==> config.mk <==
export PLATFORM = sky130hd
export DESIGN_NAME = joint_cmd_guard_flat
export DESIGN_NICKNAME = d
export VERILOG_FILES = /design/src/rtl/joint_cmd_guard_if.sv /design/src/rtl/joint_cmd_guard.sv /design/src/flat_wrapper.sv
export SDC_FILE = /design/constraint.sdc
export NUM_CORES = 1
export LEC_CHECK = 0
export CAP_MARGIN = 20
export CORE_ASPECT_RATIO = 2
export CORE_MARGIN = 3
export CORE_UTILIZATION = 54
export DETAILED_ROUTE_END_ITERATION = 10
export PLACE_DENSITY_LB_ADDON = 0.1
export SETUP_SLACK_MARGIN = 0.2
export SYNTH_ARGS = -nofsm -noshare
export SYNTH_HDL_FRONTEND = slang
export SYNTH_SLANG_ARGS = --single-unit
==> constraint.sdc <==
create_clock -name clk -period 4.2 [get_ports clk]
set_clock_uncertainty 0.1 [all_clocks]
set_input_delay 0.42 -clock clk [delete_from_list [all_inputs] [get_ports clk]]
set_output_delay 0.42 -clock clk [all_outputs]
set_load 0.03 [all_outputs]
==> src/rtl/joint_cmd_guard_if.sv <==
// Command path between the host receive logic and the joint guard:
// host-side strobe and raw command in, guarded joint command and status out.
interface joint_cmd_guard_if;
  logic               enable;
  logic signed [31:0] cmd_in;
  logic               cmd_valid;
  logic signed [31:0] jointFreqCmd;
  logic               cmd_active;
  logic               timeout;

  modport master (
    output enable, cmd_in, cmd_valid,
    input  jointFreqCmd, cmd_active, timeout
  );

  modport slave (
    input  enable, cmd_in, cmd_valid,
    output jointFreqCmd, cmd_active, timeout
  );
endinterface

==> src/rtl/joint_cmd_guard.sv <==
// Guard between host command reception and a joint pulse generator.
// Clamps the half-period magnitude, forces a timed stop before any
// direction reversal, and zeroes the command on watchdog expiry or disable.
module joint_cmd_guard #(
  parameter int unsigned min_period      = 12,
  parameter int unsigned max_period      = 48000000,
  parameter int unsigned reverse_hold    = 48000,
  parameter int unsigned watchdog_cycles = 4800000
) (
  input logic             clk,
  input logic             rst_n,
  joint_cmd_guard_if.slave bus
);

  typedef enum logic [1:0] {IDLE, RUN, HOLD, TIMEOUT} state_t;

  localparam logic [32:0] MIN_MAG   = 33'(min_period);
  localparam logic [32:0] MAX_MAG   = 33'(max_period);
  localparam logic [31:0] HOLD_LAST = 32'(reverse_hold - 1);
  localparam logic [31:0] WD_LIMIT  = 32'(watchdog_cycles);
  localparam logic [31:0] CNT_MAX   = 32'hFFFF_FFFF;

  state_t             state_q, state_d;
  logic signed [31:0] pending_q, pending_d;
  logic               s1_valid_q, s1_valid_d;
  logic signed [31:0] out_q, out_d;
  logic [31:0]        wd_q, wd_d;
  logic [31:0]        hold_q, hold_d;
  logic               timeout_q, timeout_d;
  logic               active_q, active_d;

  logic [32:0]        mag;
  logic [32:0]        mag_clamped;
  logic signed [31:0] clamped;
  logic [31:0]        wd_inc;
  logic               wd_expire;
  logic               reversal;

  // Clamp the raw command magnitude into the legal range, keeping its sign;
  // the 33-bit magnitude lets -2^31 come out as +2^31 before clamping.
  always_comb begin
    mag = bus.cmd_in[31] ? (33'd0 - {bus.cmd_in[31], bus.cmd_in})
                         : {1'b0, bus.cmd_in};
    if (mag == 33'd0) begin
      mag_clamped = 33'd0;
    end else if (mag < MIN_MAG) begin
      mag_clamped = MIN_MAG;
    end else if (mag > MAX_MAG) begin
      mag_clamped = MAX_MAG;
    end else begin
      mag_clamped = mag;
    end
    clamped = bus.cmd_in[31] ? 32'(33'd0 - mag_clamped) : mag_clamped[31:0];
  end

  // Stage 1: capture the clamped command on each strobe; disable discards it.
  always_comb begin
    pending_d  = pending_q;
    s1_valid_d = 1'b0;
    if (!bus.enable) begin
      pending_d = '0;
    end else if (bus.cmd_valid) begin
      pending_d  = clamped;
      s1_valid_d = 1'b1;
    end
  end

  // Watchdog and reversal helpers shared by the RUN and HOLD decisions.
  always_comb begin
    wd_inc    = (wd_q == CNT_MAX) ? wd_q : wd_q + 32'd1;
    wd_expire = !bus.cmd_valid && (wd_inc >= WD_LIMIT);
    reversal  = (pending_q != '0) && (out_q != '0) && (pending_q[31] != out_q[31]);
  end

  // Next-state and output decisions; disable takes precedence over everything.
  always_comb begin
    state_d = state_q;
    out_d   = out_q;
    wd_d    = wd_q;
    hold_d  = hold_q;
    if (!bus.enable) begin
      state_d = IDLE;
      out_d   = '0;
      wd_d    = '0;
      hold_d  = '0;
    end else begin
      case (state_q)
        IDLE: begin
          out_d   = '0;
          wd_d    = '0;
          state_d = RUN;
        end
        RUN: begin
          wd_d = bus.cmd_valid ? 32'd0 : wd_inc;
          if (wd_expire) begin
            state_d = TIMEOUT;
            out_d   = '0;
            wd_d    = '0;
          end else if (s1_valid_q) begin
            if (reversal) begin
              out_d   = '0;
              hold_d  = '0;
              state_d = HOLD;
            end else begin
              out_d = pending_q;
            end
          end
        end
        HOLD: begin
          out_d = '0;
          wd_d  = bus.cmd_valid ? 32'd0 : wd_inc;
          if (wd_expire) begin
            state_d = TIMEOUT;
            wd_d    = '0;
          end else if (s1_valid_q && (pending_q == '0)) begin
            state_d = RUN;
          end else if (hold_q == HOLD_LAST) begin
            out_d   = pending_q;
            state_d = RUN;
          end else begin
            hold_d = (hold_q == CNT_MAX) ? hold_q : hold_q + 32'd1;
          end
        end
        TIMEOUT: begin
          out_d = '0;
          wd_d  = '0;
          if (s1_valid_q) begin
            state_d = RUN;
            out_d   = pending_q;
          end
        end
        default: begin
          state_d = IDLE;
          out_d   = '0;
        end
      endcase
    end
    timeout_d = (state_d == TIMEOUT);
    active_d  = (state_d == RUN) && (out_d != '0);
  end

  // State, stage-1 and output registers with asynchronous clear.
  always_ff @(posedge clk or negedge rst_n) begin
    if (!rst_n) begin
      state_q    <= IDLE;
      pending_q  <= '0;
      s1_valid_q <= 1'b0;
      out_q      <= '0;
      wd_q       <= '0;
      hold_q     <= '0;
      timeout_q  <= 1'b0;
      active_q   <= 1'b0;
    end else begin
      state_q    <= state_d;
      pending_q  <= pending_d;
      s1_valid_q <= s1_valid_d;
      out_q      <= out_d;
      wd_q       <= wd_d;
      hold_q     <= hold_d;
      timeout_q  <= timeout_d;
      active_q   <= active_d;
    end
  end

  assign bus.jointFreqCmd = out_q;
  assign bus.cmd_active   = active_q;
  assign bus.timeout      = timeout_q;

endmodule

==> src/flat_wrapper.sv <==
// flat-port wrapper written by rule: the top's interface ports become plain ports
module joint_cmd_guard_flat 
#(
  parameter int unsigned min_period      = 12,
  parameter int unsigned max_period      = 48000000,
  parameter int unsigned reverse_hold    = 48000,
  parameter int unsigned watchdog_cycles = 4800000
)
  (clk, rst_n, bus_enable, bus_cmd_in, bus_cmd_valid, bus_jointFreqCmd, bus_cmd_active, bus_timeout);
  joint_cmd_guard_if bus_i ();
  input logic clk;
  input logic rst_n;
  input wire logic [$bits(bus_i.enable)-1:0] bus_enable;
  input wire logic [$bits(bus_i.cmd_in)-1:0] bus_cmd_in;
  input wire logic [$bits(bus_i.cmd_valid)-1:0] bus_cmd_valid;
  output wire logic [$bits(bus_i.jointFreqCmd)-1:0] bus_jointFreqCmd;
  output wire logic [$bits(bus_i.cmd_active)-1:0] bus_cmd_active;
  output wire logic [$bits(bus_i.timeout)-1:0] bus_timeout;
  assign bus_i.enable = bus_enable;
  assign bus_i.cmd_in = bus_cmd_in;
  assign bus_i.cmd_valid = bus_cmd_valid;
  assign bus_jointFreqCmd = bus_i.jointFreqCmd;
  assign bus_cmd_active = bus_i.cmd_active;
  assign bus_timeout = bus_i.timeout;
  joint_cmd_guard #(.min_period(min_period), .max_period(max_period), .reverse_hold(reverse_hold), .watchdog_cycles(watchdog_cycles)) u_core (.clk(clk), .rst_n(rst_n), .bus(bus_i));
endmodule
==> results_dict.tcl, run 1 <==
set metrics [dict create \
    grt_usage 0.345 \
    num_vias 9938 \
    start_util 0.558 \
    place_hpwl_um 23800 \
    core-area_um2 16400 \
    rows 66 \
    worstHoldStart "u_core.hold_q[1]" \
    num-fill-cells 1218 \
    status "finished, final reports clean" \
    holdPathEnd "u_core.hold_q[1]" \
    grt_pass1_vias 10200 \
    ys_seq_area_frac 0.363 \
    async_flop_share 1.00 \
    grt_max_degree 71 \
    hold_viol 0 \
    finalSetupTns_ns 0 \
    power_leakage_nw 5.22 \
    ios 70 \
    startpoint_type "input pin" \
    worstPathMaxFanout 5 \
    gr-total-overflow 0 \
    drc 0 \
    antenna_left 0 \
    portBuffers 69 \
    detail_route.iter0.violations 719 \
    grt.busiest_layer "met2" \
    synth_edf_count 0 \
    ys_ff_latch 133 \
    syn_area_um2 9170 \
    min_path_cells 2 \
    wl_per_cell_um 21.0 \
    first_pass_iters 5 \
    drt-total-wl_um 32600 \
    hp-class "reg2reg" \
    drive_above_1_share 0.265 \
    slew_headroom 0.106 \
    fmax_mhz 243 \
    r2r-end "u_core.hold_q[4]" \
    ff2ff_path_depth 16 \
    clock_path_buffers 2 \
    cts_tree "built" \
    nets 1379 \
    htreeDepth 4 \
    clock_latency_ns 0.42 \
    antenna_cells 0 \
    numCtsBuffers 17 \
    final_cells 1551 \
    dpl_cell_area_um2 11300 \
    grt_pass1_wl_um 51200 \
    die-area_um2 18700 \
    finalCritPeriodShare 0.982 \
    globalRouteMet2Util 0.666 \
    cp.required_ns 4.45 \
    die_x_um 98.1 \
    ys.flop_type "dfrtp_1" \
    cts.reportedPaths.clkPinSlew_ns 0.05 \
    antenna_found_initial 0 \
    power.density_nw_per_um2 273 \
    place.gp.congestion 1.04 \
    area_growth_pct 38.7 \
    ir_worst_vdd_uv 303 \
    grt_setup_unrepaired "yes" \
    dp.cells 1491 \
    yosysWarningCount 0 \
    design_area_um2 12700 \
    vias_per_cell 6.41 \
    finalMaxSlewViolations 0 \
    multiInputGateArea_um2 6090 \
    root_buffer "clkbuf_16" \
    ff2ff_setup_slack_ns 0.31 \
    synth.distinct_cells 80 \
    die_h_um 190 \
    use_met3 0.0450 \
    r2r-start "u_core.wd_q[0]" \
    worstSetupEndpointType "flip-flop" \
    worstMarginPinSlew_ns 1.34 \
    setup_viol_count_final 0 \
    final-seq-area_um2 3330 \
    arrival_ns 4.37 \
    critPathKind "in2reg" \
    syn_area_per_cell_um2 8.40 \
    met1_usage 0.312 \
    synth_cells 1091 \
    drv_cap 0 \
    cts.sinks 133 \
    fin_crit_ns 4.12 \
]
-- power by group --
part / switching (mW) / internal [mW]
registers: 0.0312 / 1.31
logic: 0.321 / 0.241
clock network: 0.549 / 1.02
total: 0.902 / 2.57
-- cell usage in the layout (no fill, tap or decap), drive strengths merged, types with 31 or more instances in the layout --
cell type	netlist	final
xor2	37	37
xnor2	46	46
nand2	99	99
a22o	34	34
nor3	39	39
buf	11	212
dfrtp	133	133
o21ai	69	69
nand3	49	49
nor4	42	42
nor2	97	97
nand4	31	31
a21oi	46	46
clkdlybuf4s50	0	51
-- worst max-delay path by stage --
stage	startpoint	end	slack, ns	cells after the start
floorplan	bus_cmd_in[10]	u_core.pending_q[22]	-0.45	19
global placement	bus_cmd_in[8]	u_core.pending_q[22]	-0.60	18
detailed placement	bus_cmd_in[0]	u_core.pending_q[22]	-0.66	19
CTS	bus_cmd_in[0]	u_core.pending_q[22]	0.11	18
global route	bus_cmd_in[0]	u_core.pending_q[22]	-0.05	19
finish	bus_cmd_in[0]	u_core.pending_q[22]	0.08	19
-- state kept, by name, summed over array words and instances, names as in the netlist --
register	flops
u_core.bus.timeout	1
u_core.wd_q	32
u_core.bus.jointFreqCmd	32
u_core.s1_valid_q	1
u_core.bus.cmd_active	1
u_core.pending_q	32
u_core.hold_q	32
u_core.state_q	2
-- worst max-delay path, stage by stage --
cell,delay [ns]
buf_6,0.10
buf_6,0.10
or4_4,0.54
or4_4,0.62
buf_6,0.16
or4_4,0.41
a21oi_2,0.15
o21a_1,0.22
and4_4,0.26
nor2_4,0.06
nand2_2,0.09
ha_4,0.14
nand3_2,0.06
nor2_2,0.11
o21ai_2,0.09
or3_4,0.35
xor2_1,0.15
a31o_1,0.21
a21oi_2,0.10
-- layer usage --
metal,vias to the layer above,part of all wire
li1,4551,-
met1,4808,0.31
met2,409,0.56
met3,170,0.036
met4,0,0.090
met5,-,0
-- layout make-up --
type,count,area share
Multi-Input combinational cell,880,0.479
Sequential cell,133,0.262
Timing Repair Buffer,278,0.183
Clock buffer,22,0.0365
Tap cell,204,0.0201
Clock inverter,10,0.0120
Inverter,24,0.00709
-- metrics by stage --
stage	power (mW)	setup slack [ns]	hold slack, ns	utilization
final	3.47	0.0770	0.408	0.773
after global routing	3.58	-0.0517	0.451	0.773
after CTS	3.44	0.112	0.411	0.746
after detailed placement	1.87	-0.659	0.370	0.688
after global placement	1.86	-0.596	0.348	0.688
after floorplan	1.60	-0.449	0.0244	-
-- cell usage after synthesis, types with 17 or more instances --
library cell  number  share of area
a21oi_1           46          0.025
a22o_1            34          0.032
and2_1            17          0.012
clkbuf_1          52          0.021
dfrtp_1          133           0.36
inv_1             24         0.0098
nand2_1           99          0.041
nand3_1           48          0.026
nand4_1           31          0.021
nor2_1            95          0.039
nor3_1            39          0.021
nor4_1            39          0.027
o21ai_0           51          0.028
o21ai_1           17         0.0093
o31ai_1           23          0.019
or3_1             21          0.014
or4_1             17          0.014
xnor2_1           46          0.044
xor2_1            37          0.035
-- cell families after synthesis --
group | count (synthesis) | synth area share
AOI/OAI and AO/OA | 274 | 0.208
adders and majority gates | 9 | 0.0123
xor gates and xnor gates | 83 | 0.0793
buffers and inverters | 87 | 0.0382
other | 1 | 0.000409
muxes | 10 | 0.0109
and+or+nand+nor | 494 | 0.288
DFF | 133 | 0.363
-- what timing repair did --
item,CTS,global route
resized for setup,69,75
cloned,1,0
hold endpoints to repair,68,0
setup endpoints to repair,37,77
hold buffers,1,0
buffers inserted,15,11
pin swaps,36,46
Power figures use the tool's default switching activity.
==> run 2, diff against run 1 <==
ABC_CLOCK_PERIOD_IN_PS = 4200   (was unset)
SLEW_MARGIN = 20   (was unset)
==> results of run 2 <==
The final DEF is identical to that of run 1; final timing and power are the same.
